**src/rtl/arkanoid_pkg.sv**
```systemverilog
// arkanoid_pkg: shared state codes, timer reload, BCD digit width and default game sizes
package arkanoid_pkg;
    typedef enum logic [2:0] {
        ST_IDLE  = 3'd0,
        ST_SERVE = 3'd1,
        ST_PLAY  = 3'd2,
        ST_CLEAR = 3'd3,
        ST_OVER  = 3'd4
    } state_t;
    localparam logic [7:0] TIMER_RELOAD = 8'b10110100;
    localparam int BCD_W = 4;
    localparam int DEF_LIVES = 3;
    localparam int DEF_BRICKS = 40;
    localparam int DEF_LEVELS = 4;
endpackage

```
**src/rtl/bcd_score_counter.sv**
```systemverilog
// bcd_score_counter: 4-digit cascaded BCD score counter, wraps 9999 to 0000
module bcd_score_counter
    import arkanoid_pkg::*;
(
    input  logic        clk,
    input  logic        reset,
    input  logic        clr,
    input  logic        inc,
    output logic [15:0] score
);
    logic [15:0] score_d, score_q;
    logic        carry;
    logic [BCD_W-1:0] dig;
    // ripple the increment through the digits; a digit at 9 rolls to 0 and carries
    always_comb begin
        score_d = score_q;
        carry = inc;
        dig = '0;
        for (int i = 0; i < 4; i++) begin
            dig = score_q[i*BCD_W +: BCD_W];
            score_d[i*BCD_W +: BCD_W] = carry ? ((dig == 4'd9) ? 4'd0 : dig + 4'd1) : dig;
            carry = carry & (dig == 4'd9);
        end
        if (clr) score_d = '0;
    end
    // score register, cleared by reset
    always_ff @(posedge clk) begin
        score_q <= reset ? 16'h0000 : score_d;
    end
    assign score = score_q;
endmodule

```
**src/rtl/game_ctrl.sv**
```systemverilog
// game_ctrl: Arkanoid game-flow FSM (lives, score, bricks, levels); GAME_CTRL_LEVELS_EN enables multi-level play
module game_ctrl
    import arkanoid_pkg::*;
#(
    parameter int LIVES  = DEF_LIVES,
    parameter int BRICKS = DEF_BRICKS,
    parameter int LEVELS = DEF_LEVELS
) (
    input  logic        clk,
    input  logic        reset,
    input  logic        btn,
    input  logic        timer_up,
    input  logic        miss,
    input  logic        brick_hit,
    output logic        timer_start,
    output logic        gra_still,
    output logic [2:0]  game_state,
    output logic [1:0]  lives,
    output logic [15:0] score,
    output logic [7:0]  bricks_left,
    output logic [2:0]  level
);
`ifdef GAME_CTRL_LEVELS_EN
    localparam logic [2:0] LAST_LEVEL = 3'(LEVELS - 1);
`else
    localparam logic [2:0] LAST_LEVEL = 3'(LEVELS * 0);
`endif
    state_t      state_d, state_q;
    logic        btn_q;
    logic [1:0]  lives_d, lives_q;
    logic [7:0]  bricks_d, bricks_q;
    logic [2:0]  level_d, level_q;
    logic        gra_still_q;
    logic        btn_rise;
    logic        score_clr, score_inc;

    assign btn_rise = btn & ~btn_q;

    // next-state and Mealy timer_start; hits win over a miss when they clear the level
    always_comb begin
        state_d = state_q;
        lives_d = lives_q;
        bricks_d = bricks_q;
        level_d = level_q;
        timer_start = 1'b0;
        score_clr = 1'b0;
        score_inc = 1'b0;
        case (state_q)
            ST_IDLE: if (btn_rise) begin
                lives_d = 2'(LIVES);
                bricks_d = 8'(BRICKS);
                level_d = 3'd0;
                score_clr = 1'b1;
                timer_start = 1'b1;
                state_d = ST_SERVE;
            end
            ST_SERVE: state_d = (timer_up && btn_rise) ? ST_PLAY : ST_SERVE;
            ST_PLAY: begin
                score_inc = brick_hit;
                if (brick_hit) bricks_d = bricks_q - 8'd1;
                if (brick_hit && bricks_q == 8'd1) begin
                    timer_start = 1'b1;
                    state_d = ST_CLEAR;
                end else if (miss) begin
                    timer_start = 1'b1;
                    lives_d = lives_q - 2'd1;
                    state_d = (lives_q == 2'd1) ? ST_OVER : ST_SERVE;
                end
            end
            ST_CLEAR: if (timer_up) begin
                timer_start = 1'b1;
                if (level_q != LAST_LEVEL) begin
                    level_d = level_q + 3'd1;
                    bricks_d = 8'(BRICKS);
                    state_d = ST_SERVE;
                end else begin
                    state_d = ST_OVER;
                end
            end
            ST_OVER: state_d = timer_up ? ST_IDLE : ST_OVER;
            default: state_d = ST_IDLE;
        endcase
    end

    // all game registers; reset overrides any transition in flight
    always_ff @(posedge clk) begin
        if (reset) begin
            state_q <= ST_IDLE;
            btn_q <= 1'b0;
            lives_q <= 2'(LIVES);
            bricks_q <= 8'(BRICKS);
            level_q <= 3'd0;
            gra_still_q <= 1'b1;
        end else begin
            state_q <= state_d;
            btn_q <= btn;
            lives_q <= lives_d;
            bricks_q <= bricks_d;
            level_q <= level_d;
            gra_still_q <= (state_d != ST_PLAY);
        end
    end

    bcd_score_counter u_score (
        .clk   (clk),
        .reset (reset),
        .clr   (score_clr),
        .inc   (score_inc),
        .score (score)
    );

    assign gra_still = gra_still_q;
    assign game_state = state_q;
    assign lives = lives_q;
    assign bricks_left = bricks_q;
    assign level = level_q;
endmodule

```
**config.mk**
```make
export PLATFORM = sky130hd
export DESIGN_NAME = game_ctrl
export DESIGN_NICKNAME = d
export VERILOG_FILES = /design/src/rtl/arkanoid_pkg.sv /design/src/rtl/bcd_score_counter.sv /design/src/rtl/game_ctrl.sv
export SDC_FILE = /design/constraint.sdc
export NUM_CORES = 1
export LEC_CHECK = 0
export ABC_AREA = 1
export CAP_MARGIN = 20
export CELL_PAD_IN_SITES_DETAIL_PLACEMENT = 2
export CELL_PAD_IN_SITES_GLOBAL_PLACEMENT = 2
export CORE_MARGIN = 10
export CORE_UTILIZATION = 37
export CTS_BUF_LIST = sky130_fd_sc_hd__clkbuf_2
export CTS_CLUSTER_DIAMETER = 120
export DETAILED_ROUTE_END_ITERATION = 8
export DONT_BUFFER_PORTS = 1
export PLACE_DENSITY_LB_ADDON = 0.15
export SLEW_MARGIN = 20
export SYNTH_ARGS = -nofsm -noshare
export SYNTH_HDL_FRONTEND = slang
export SYNTH_SLANG_ARGS = --single-unit
```
**constraint.sdc**
```tcl
create_clock -name clk -period 2.45 [get_ports clk]
set_clock_uncertainty 0.1 [all_clocks]
set_input_delay 0.1225 -clock clk [delete_from_list [all_inputs] [get_ports clk]]
set_output_delay 0.1225 -clock clk [all_outputs]
set_load 0.02 [all_outputs]
```
; ---- Word level (Yosys, flattened, before mapping)
; Cells that the tools add are included.
[op_classes]
n_eq_ne = 17
shift = 0
div = 0
n_reduce_logical = 11
n_lt_le_gt_ge = 0
n_bitwise = 5
add_sub_neg = 7
n_mul = 0
muxes = 33
[ops]
columns = op, n
row1 = 8-bit two-way mux, 4
row2 = 3-bit two-way mux, 10
row3 = 8-bit one-hot mux with 3 select lines, 1
row4 = 4-bit by 1-bit adder with 4-bit output (second input constant), 4
row5 = 4-bit equality test (second input constant), 4
row6 = 4-bit two-way mux, 4
row7 = 3-bit one-hot mux with 5 select lines, 1
row8 = 2-bit != test (second input constant), 6
row9 = 8-bit by 1-bit equality test with 1-bit output (second input constant), 1
row10 = 2-bit two-way mux, 4
row11 = 4-bit AND reduction, 2
row12 = 8-bit by 1-bit subtractor with 8-bit output (second input constant), 1
row13 = 3-bit by 2-bit equality test with 1-bit output (second input constant), 2
row14 = 1-bit two-way mux, 6
row15 = 3-bit one-hot mux with 2 select lines, 1
row16 = 3-bit nonzero test, 2
row17 = 5-bit AND reduction, 1
row18 = 1-bit bitwise AND, 4
row19 = 2-bit one-hot mux with 2 select lines, 1
row20 = 2-bit nonzero test, 2
row21 = 3-bit by 1-bit adder with 3-bit output (second input constant), 1
row22 = 3-bit by 1-bit equality test with 1-bit output (second input constant), 1
row23 = 3-bit equality test (second input constant), 1
row24 = 3-bit logical NOT, 1
row25 = other kinds (7), 8
[word_totals]
input_bits = 6
wordCells = 83
rom_bits = 0
latchBits = 0
out_inout_bits = 34
ram_bits = 0
mem_count = 0
register_bits = 34

; ---- Depth between registers and ports, before layout
; Gate-level depths: netlist of the first run.
[depth]
depth_word = 6
mapped_depth = 11
mapped_depth_nobuf = 11

; ---- By module
; From an unflattened synthesis of the first run, not the netlist that was laid out.
[hier_totals]
cells_unflattened = 297
hier_area_um2 = 2042.0
[modules_own_cells]
columns = mod, area_each_um2, cells_each, n_inst, seq_area_each_um2
row1 = game_ctrl, 1151.1, 171, 1, 360.3
row2 = bcd_score_counter, 890.9, 126, 1, 320.3

; ---- Worst setup path after synthesis of the first run
; OpenSTA, ideal clock, no wires.
[synth_path]
kind = register to register
start = reg level_q[0] (netlist: level[0])
end = reg bricks_q[1] (netlist: bricks_left[1])
slack_ns = 0.795
period_less_slack_ns = 1.655
path_buffers = 1
required_ns = 2.234
setup_ns = 0.116
path_stages_with_launch = 12
arrival_ns = 1.439
cell_sequence = dfxtp_1 inv_1 ha_1 inv_1 nor2_1 nand2_1 nand3_1 nor2_1 buf_2 nand2_1 o21ai_0 nor2_1
[synth_via]
elab_chain_len = 3
[synth_rtl]
columns = element, line_no
row1 = "start, declared", game_ctrl.sv:32  ; logic [2:0] level_d, level_q;
row2 = "start signal, assigned", game_ctrl.sv:99  ; level_q <= level_d;
row3 = 3-bit nonzero test, game_ctrl.sv:72  ; if (level_q != LAST_LEVEL) begin
row4 = 2-bit != test (no source line), n/a
row5 = 5-bit AND reduction (no source line), n/a
row6 = "end signal, assigned", game_ctrl.sv:91  ; bricks_q <= 8'(BRICKS);
row7 = "end signal, assigned", game_ctrl.sv:98  ; bricks_q <= bricks_d;
row8 = "end, declared", game_ctrl.sv:31  ; logic [7:0] bricks_d, bricks_q;
; No other way between the ends.
; A chain may end at the register's enable or synchronous reset.

; ---- Worst setup path after layout of the first run
[layout_path]
start = reg state_q[1] (netlist: game_state[1])
end = out timer_start
[layout_via]
elab_chain_len = 2
word_cells_on_any_way = 4
cone_classes = eq/ne: 2 / mux: 1 / reduce/logical: 1
[layout_rtl]
columns = element, line_no
row1 = "start, declared", game_ctrl.sv:28  ; state_t state_d, state_q;
row2 = "start signal, assigned", game_ctrl.sv:95  ; state_q <= state_d;
row3 = 3-bit by 2-bit equality test with 1-bit output / 3-bit logical NOT (equally long branches), game_ctrl.sv:48  ; case (state_q)
row4 = 1-bit one-hot mux with 3 select lines (*), game_ctrl.sv:48
row5 = "end, declared", game_ctrl.sv:15  ; output logic timer_start,
; Mark *: on every way between the ends. The rest lies on a longest branch, timed or not.

==> results of run 1 <==
==> area by class of cell <==
type	instances	area, µm²	share of cell area (%)
clock inverter	1	30.0	1.42
tap	70	87.6	4.15
sequential	34	681	32.3
timing repair buffer	8	72.6	3.44
inverter	38	143	6.77
multi-input combinational	213	1060	50.3
clock buffer	7	35.0	1.66
==> through the flow <==
stage	hold slack, ps	instance area (µm²)	worst slack [ps]	util (%)	std cells
final	35.6	2110	249	41.8	371
after global routing	57.5	2110	65.9	41.8	371
after CTS	25.0	2110	224	41.8	371
after detailed placement	97.3	1990	588	39.5	358
after global placement	95.0	1990	598	39.5	358
after floorplan	147	1900	795	-	289
==> layout by cell type (no fill, tap or decap) <==
master          n
dlygate4sd3_1   5
buf_4           3
or2_2           1
o21ai_0         9
o21bai_1        2
a31oi_1         2
nand2_1        72
nand3_1        22
nor2_1         40
nand3_4         1
nor2_4          2
or2_0           1
a21oi_1        22
o211ai_1        3
inv_1          37
ha_1            5
inv_2           1
clkbuf_2        7
nand4_1         5
xor2_1          5
o22ai_1         1
nand3b_1        1
xnor2_1         3
o2111ai_1       1
bufinv_16       1
dfxtp_1        34
nor2_2          3
nor3_1          5
nand2_2         1
nor3_2          1
o21ai_1         5
==> Yosys cell counts (all sizes together) <==
master,number
a21oi,22
a31oi,2
buf,3
clkbuf,1
dfxtp,34
ha,5
inv,38
nand2,73
nand3,23
nand3b,1
nand4,5
nor2,45
nor3,6
o2111ai,1
o211ai,3
o21ai,14
o21bai,2
o22ai,1
or2,2
xnor2,3
xor2,5
==> state kept, by name (all words and copies together) (netlist names) <==
signal / cells
bricks_left: 8
u_score.score: 16
gra_still: 1
level: 3
game_state: 3
lives: 2
btn_q: 1
==> path summary, 6_finish.rpt <==
kind                                 end  cells after the start
max reg2reg  bricks_left[2]$_SDFFE_PP0P_                      7
min reg2reg        level[2]$_SDFFE_PP0P_                      2
min             game_state[2]$_SDFF_PP0_                      5
max                          timer_start                      4
==> power by group through the flow <==
stage / logic [mW] / clock network, mW / registers, mW
2_1_floorplan: 0.141 / 0 / 0.623
3_3_place_gp: 0.175 / 0 / 0.636
3_5_place_dp: 0.180 / 0 / 0.637
4_1_cts: 0.194 / 0.402 / 0.625
5_1_grt: 0.223 / 0.424 / 0.629
6_report: 0.190 / 0.385 / 0.623
==> metal layers <==
metal  share of wire (%)  vias to the layer above  wire, µm
li1                    -                      951         -
met1                  45                      939      2630
met2                  48                       35      2820
met3                 6.2                        8       364
met4                 1.3                        0        76
met5                   0                        -         0
==> repair_timing <==
action | 4_1_cts | 5_1_grt
gates resized for setup | 0 | 0
buffers inserted | 0 | 0
hold buffers | 5 | 0
endpoints found under the hold margin | 20 | 0
==> logic make-up (layout without fill, tap and decap cells) <==
| group | Yosys count | after routing | synth area share (%) |
|---|---|---|---|
| fa+ha+maj | 5 | 5 | 3.29 |
| buf+inv | 42 | 54 | 8.49 |
| xor+xnor | 8 | 8 | 3.68 |
| simple gates | 155 | 155 | 35.9 |
| flops | 34 | 34 | 35.8 |
| compound gates | 45 | 45 | 12.9 |
==> worst min-delay path, cell delays in order <==
cell and delay, ps:
nand2_1 50, nor3_1 60, nand2_1 70, nand4_1 70, a21oi_1 130
==> results by stage, run 1 <==
STA:
- The achievable frequency is 454 MHz.
- The final-report max-slew violation count came to 0.
- The time the final worst path needs with I/O delays and setup is 2200 ps.
- The worst-margin pin slew is 536 ps.
- The final-report setup violation count is 0.
- Setup repair after global routing left no endpoint under its margin.
- The part of the cycle the worst path needs is 89.8%.
- The final hold violation count is 0.
- Measured against its own limit, the worst slew margin works out to 64.2%.
- Setup total negative slack on the finished layout was measured at 0 ps.

Detailed routing:
- The via density per instance is 5.21.
- The DRC violations left is 0.
- The total detailed-routing wirelength is 5890 µm.
- Dividing the detail-routed wire length by the instance count gives 15.9 µm.
- The post-route antenna net violation count is 0.
- The detailed-routing iteration count for the pre-antenna-repair pass is 4.
- For this block, the initial DRC count from the detailed router was 56.
- The total number of vias is 1933.

Setup path:
- The buffers plus inverters on the worst setup path is 0.
- The most critical setup path has its startpoint at game_state[1]$_SDFF_PP0_.
- Grouping stages by cell kind, the critical path spends the most delay in flip-flops.
- The required time at the endpoint of the critical path is 2230 ps.
- The register-to-register setup slack is 540 ps.
- The category of the worst setup path launch point is a register.
- The library cell contributing the largest single delay on the critical path is dfxtp_1.
- The largest incremental delay on the critical path is 670 ps.
- In this run the critical register-to-register path is launched from game_state[2]$_SDFF_PP0_.
- STA classifies the critical path endpoint as an output pin.
- The critical path goes through nand2_1, nor2_2, nand3_1, o2111ai_1.
- The critical path class is reg -> out.
- The worst-path maximum fanout is 8.
- The arrival time of the worst setup path is 1980 ps.

Layout:
- The number of fill cells is 650.
- The area growth from synthesis to layout is 10.9%.
- The number of diodes is 0.
- The layout net count is 311.
- The share of cells above drive strength 1 is 6.98%.

Yosys:
- The flip-flop and latch count after synthesis is 34.
- The number of nets produced by synthesis is 300.
- Summing the sequential cell areas from Yosys gives 35.8% of the chip area.
- Synthesis handed over a netlist of 289 instances.
- The synthesized design spends more area on one cell type than any other, namely dfxtp_1.
- During synthesis, Yosys emitted a total of 0 warnings.
- By area the synthesized netlist is led by dfxtp_1 36%, nand2_1 14%, nor2_1 7.9%.
- The unique cell type count in the Yosys netlist is 29.
- The per-instance average area after synthesis is 6.58 µm².
- The cell area that synthesis handed to floorplanning was 1900 µm².
- The area share of the largest cell type after synthesis is 35.8%.

CTS:
- The deepest level of the CTS H-tree is 2.
- Buffers inserted during clock tree synthesis total 5.
- The later pin in the worst-skew pair is clocked with a latency of 390 ps.
- The clock net in this run drives a total of 34 sinks.
- The TritonCTS clock tree is done.
- The deepest clock path buffer count is 2.
- The clock tree root driver cell is clkbuf_2.
- The clock-pin slew of the registers on the worst-case setup and hold paths is 200 ps.

GRT:
- The global-route total usage across every layer is 14.5%.
- The via count of the first global-routing pass was 2072.
- The first-pass GRT wire length is 10300 µm.
- The pin count of the biggest net entering global routing is 16.
- In the global route stage, met2 resource usage came out at 24.3%.
- For this run, global-route usage on met1 was measured as 17.5%.
- For this run, global-route usage on met3 was measured as 4.73%.
- The routing layer with the top usage in global route is met2.
- The overall overflow remaining after global route is 0.
- The number of antenna violations at the first check in global routing came to 0.

Placed design:
- The routability-driven placement congestion ratio is 0.779.
- The count of port buffers added during placement is 0.
- The HPWL after detailed placement is 4630 µm.

Pwr:
- Net switching is 31.6% of the power.
- The fraction of power consumed by the clock network is 32.1%.
- In this run, flip-flops and latches consume 52.0% of the power.
- The part of the total power dissipated in combinational logic is 15.9%.
- The design draws 1.20 mW.
- The design internal power is 0.819 mW.
- The standby leakage power is 0.830 nW.
- In this run the power spent charging and discharging nets is 0.379 mW.
- The worst-case IR drop observed on VDD is 0.332 mV.
- The power density over cell area is 568 nW/µm².

Floorplan:
- The top-level port count is 40.
- The die covers 8410 µm².
- The vertical die dimension is 91.7 µm.
- Measured along the x axis, the die boundary spans 91.7 µm.
- In this run the core area contains 26 standard-cell rows.
- The initial core utilization is 37.7%.
- The floorplan step defined a core boundary enclosing 5040 µm².

Run:
- The number of maximum-capacitance violations is 0.

Status:
- The flow ran to the end, and the final reports show no timing, DRC or antenna violations.

Min path:
- The kind of path behind the tightest hold check is in -> reg.
- The startpoint of the tightest hold check path is brick_hit.
Power figures use the tool's default switching activity.
==> inputs of run 2 (changes only) <==
- BUFFER_PORTS_ARGS: unset -> -buffer_cell sky130_fd_sc_hd__buf_2
- CORE_UTILIZATION: 37 -> 32
- DONT_BUFFER_PORTS: 1 -> unset
==> run 2 against run 1 <==
Critical path depth rose by 1. Design area grew 7.0%. Via count grew 5.5%. Non-clock buffer count up 37. Die area is 12% higher. Register-to-register slack improved by 150 ps. Global-route usage is 0.98 points lower. Fmax is 6.4% higher. Clock-buffer cell count decreased by 2. Critical path type unchanged. Sequential power decreased by 4.3%.
==> results by stage, run 2 (synthesis results as in run 1) <==
Status:
- Run status: finished, final reports clean (unchanged).

Layout:
- The share of cells above drive strength 1 is 16.7% (was 6.98%).
- The area taken by flip-flops and latches is 681 µm² (unchanged).
- The number of diodes is 0 (unchanged).
- The area growth from synthesis to layout came to 18.6% (was 10.9%).
- Leading cell types in the layout, fill and taps excluded: 72 x nand2_1, 40 x nor2_1, 39 x buf_2 (was 72 x nand2_1, 40 x nor2_1, 37 x inv_1).
- The layout net count was 348 (was 311).
- The most common cell after layout, fill and taps aside was nand2_1 (unchanged).
- The multi-input logic area is 1060 µm² (unchanged).
- The number of fill cells is 758 (was 650).
- The flip-flop count of the largest register after layout is 16 (unchanged).

STA:
- The achievable frequency was 484 MHz (was 454 MHz).
- The aggregate negative setup slack was 0 ps (unchanged).
- The worst-margin pin slew is 384 ps (was 536 ps).
- The time the final worst path needs with I/O delays and setup was 2070 ps (was 2200 ps).
- The tightest slew margin relative to the limit is 74.3% (was 64.2%).
- The final hold violation count is 0 (unchanged).
- The final-report setup violation count is 0 (unchanged).
- The worst path setup slack after routing came to 382 ps (was 249 ps).
- RSZ-0062 raised after global routing: no (unchanged).
- The part of the cycle the worst path needs was 84.4% (was 89.8%).
- The smallest hold slack is 17.2 ps (was 35.6 ps).
- The final-report max-slew violation count is 0 (unchanged).

Setup path:
- Worst-path cell chain: nand2_1, nor2_2, nand3_1, o2111ai_1, buf_2 (was nand2_1, nor2_2, nand3_1, o2111ai_1).
- The category of the worst setup path launch point is a register (unchanged).
- The required time at the endpoint of the critical path was 2230 ps (about the same).
- The library cell contributing the largest single delay on the critical path is dfxtp_1 (unchanged).
- The critical path class was reg -> out (unchanged).
- The arrival time of the worst setup path came to 1850 ps (was 1980 ps).
- The largest incremental delay on the critical path came to 530 ps (was 670 ps).
- The type of element capturing the critical path is an output pin (unchanged).
- The worst-path maximum fanout was 8 (unchanged).

CTS:
- The deepest clock path buffer count is 2 (unchanged).
- The total of cells resized after clock tree synthesis was 0 (unchanged).
- The clock-pin slew of the registers on the worst-case setup and hold paths was 170 ps (was 200 ps).
- The clock latency on the worst-skew pair is 380 ps (was 390 ps).
- The number of sinks driven by the clock tree is 34 (unchanged).
- The clock tree root driver cell is clkbuf_2 (unchanged).
- The number of buffers created by CTS is 5 (unchanged).
- The TritonCTS clock tree is done (unchanged).
- The deepest level of the CTS H-tree is 2 (unchanged).

Pwr:
- The standby leakage power was 0.992 nW (was 0.830 nW).
- The power density over cell area came to 481 nW/µm² (was 568 nW/µm²).
- The overall power after layout came to 1.09 mW (was 1.20 mW).
- The peak supply drop was 0.203 mV (was 0.332 mV).

Placed design:
- The count of port buffers added during placement is 39 (was 0).
- The worst slack after detailed placement is 665 ps (was 588 ps).
- The sum of net half-perimeters after detailed placement is 4990 µm (was 4630 µm).
- The routability-driven placement congestion ratio was 0.848 (was 0.779).

GRT:
- The pin count of the biggest net entering global routing came to 17 (was 16).
- The number of antenna violations at the first check in global routing is 0 (unchanged).
- The overall overflow remaining after global route is 0 (unchanged).
- The first-pass GRT wire length was 11000 µm (was 10300 µm).
- The via count of the first global-routing pass was 2255 (was 2072).
- The global-route total usage across every layer is 13.6% (was 14.5%).

Detailed routing:
- The total detailed-routing wirelength is 6200 µm (was 5890 µm).
- The post-route antenna net violation count is 0 (unchanged).
- The via density per instance came to 4.96 (was 5.21).
- The total number of vias is 2040 (was 1933).
- The detailed-routing iteration count for the pre-antenna-repair pass is 4 (unchanged).
- The initial detailed-routing violation count was 36 (was 56).
- The DRC violations left came to 0 (unchanged).
- The average wire per cell in the routed design was 15.1 µm (was 15.9 µm).

Floorplan:
- The core area came to 5850 µm² (was 5040 µm²).
- The number of standard-cell rows in the floorplan is 28 (was 26).
- The vertical die dimension is 97.1 µm (was 91.7 µm).
- The initial core utilization came to 32.5% (was 37.7%).
- The horizontal die dimension is 97.1 µm (was 91.7 µm).
- The top-level port count is 40 (unchanged).
- The die area is 9430 µm² (was 8410 µm²).

Min path:
- The kind of path behind the tightest hold check is in -> reg (unchanged).

Run:
- The number of maximum-capacitance violations was 0 (unchanged).
[run 2: critical path, delay by kind of cell (launching register included)]
kind                   cells  cell delay (ps)
AOI/OAI and AO/OA          1              120
buffers and inverters      1              190
DFF                        1              530
and+or+nand+nor            3              630
[run 2: repair_timing]
item	CTS	global route
endpoints found under the setup margin	0	0
endpoints found under the hold margin	8	0
buffers inserted	0	0
hold buffers	4	0
[run 2: stage by stage]
step | utilization (%) | std cells | area (µm²)
after global placement | 37.4 | 401 | 2190
after detailed placement | 37.4 | 401 | 2190
after CTS | 38.6 | 411 | 2260
after floorplan | - | 289 | 1900
after global routing | 38.6 | 411 | 2260
final | 38.6 | 411 | 2260
[run 2: per-layer routing]
| metal | GRT usage, % | part of all wire (%) | vias up |
|---|---|---|---|
| met4 | 3.41 | 0.63 | 0 |
| met3 | 3.34 | 3.5 | 5 |
| met5 | 0 | 0 | - |
| met2 | 22.6 | 50 | 28 |
| li1 | - | - | 1021 |
| met1 | 16.9 | 46 | 986 |
[run 2: layout make-up]
type	count	area share (%)
clock inverter	1	0.166
tap	75	4.16
multi-input combinational	213	47.0
clock buffer	5	1.11
timing repair buffer	45	11.1
sequential	34	30.2
inverter	38	6.32
[run 2: path summary, 6_finish.rpt]
check,start,endpoint,slack (ps),depth (start not counted)
setup / recovery,game_state[1]$_SDFF_PP0_,timer_start,380,5
hold reg to reg,u_score.score[10]$_SDFFE_PP0P_,u_score.score[10]$_SDFFE_PP0P_,400,2
setup reg to reg,game_state[0]$_SDFF_PP0_,bricks_left[4]$_SDFFE_PP0P_,690,6
hold / removal,brick_hit,u_score.score[0]$_SDFFE_PP0P_,20,3
[run 2: power by group]
group          leakage (nW)  switching (mW)  internal (mW)
Clock                0.0223           0.191         0.0567
Combinational         0.694           0.163         0.0789
Sequential            0.276          0.0230          0.573
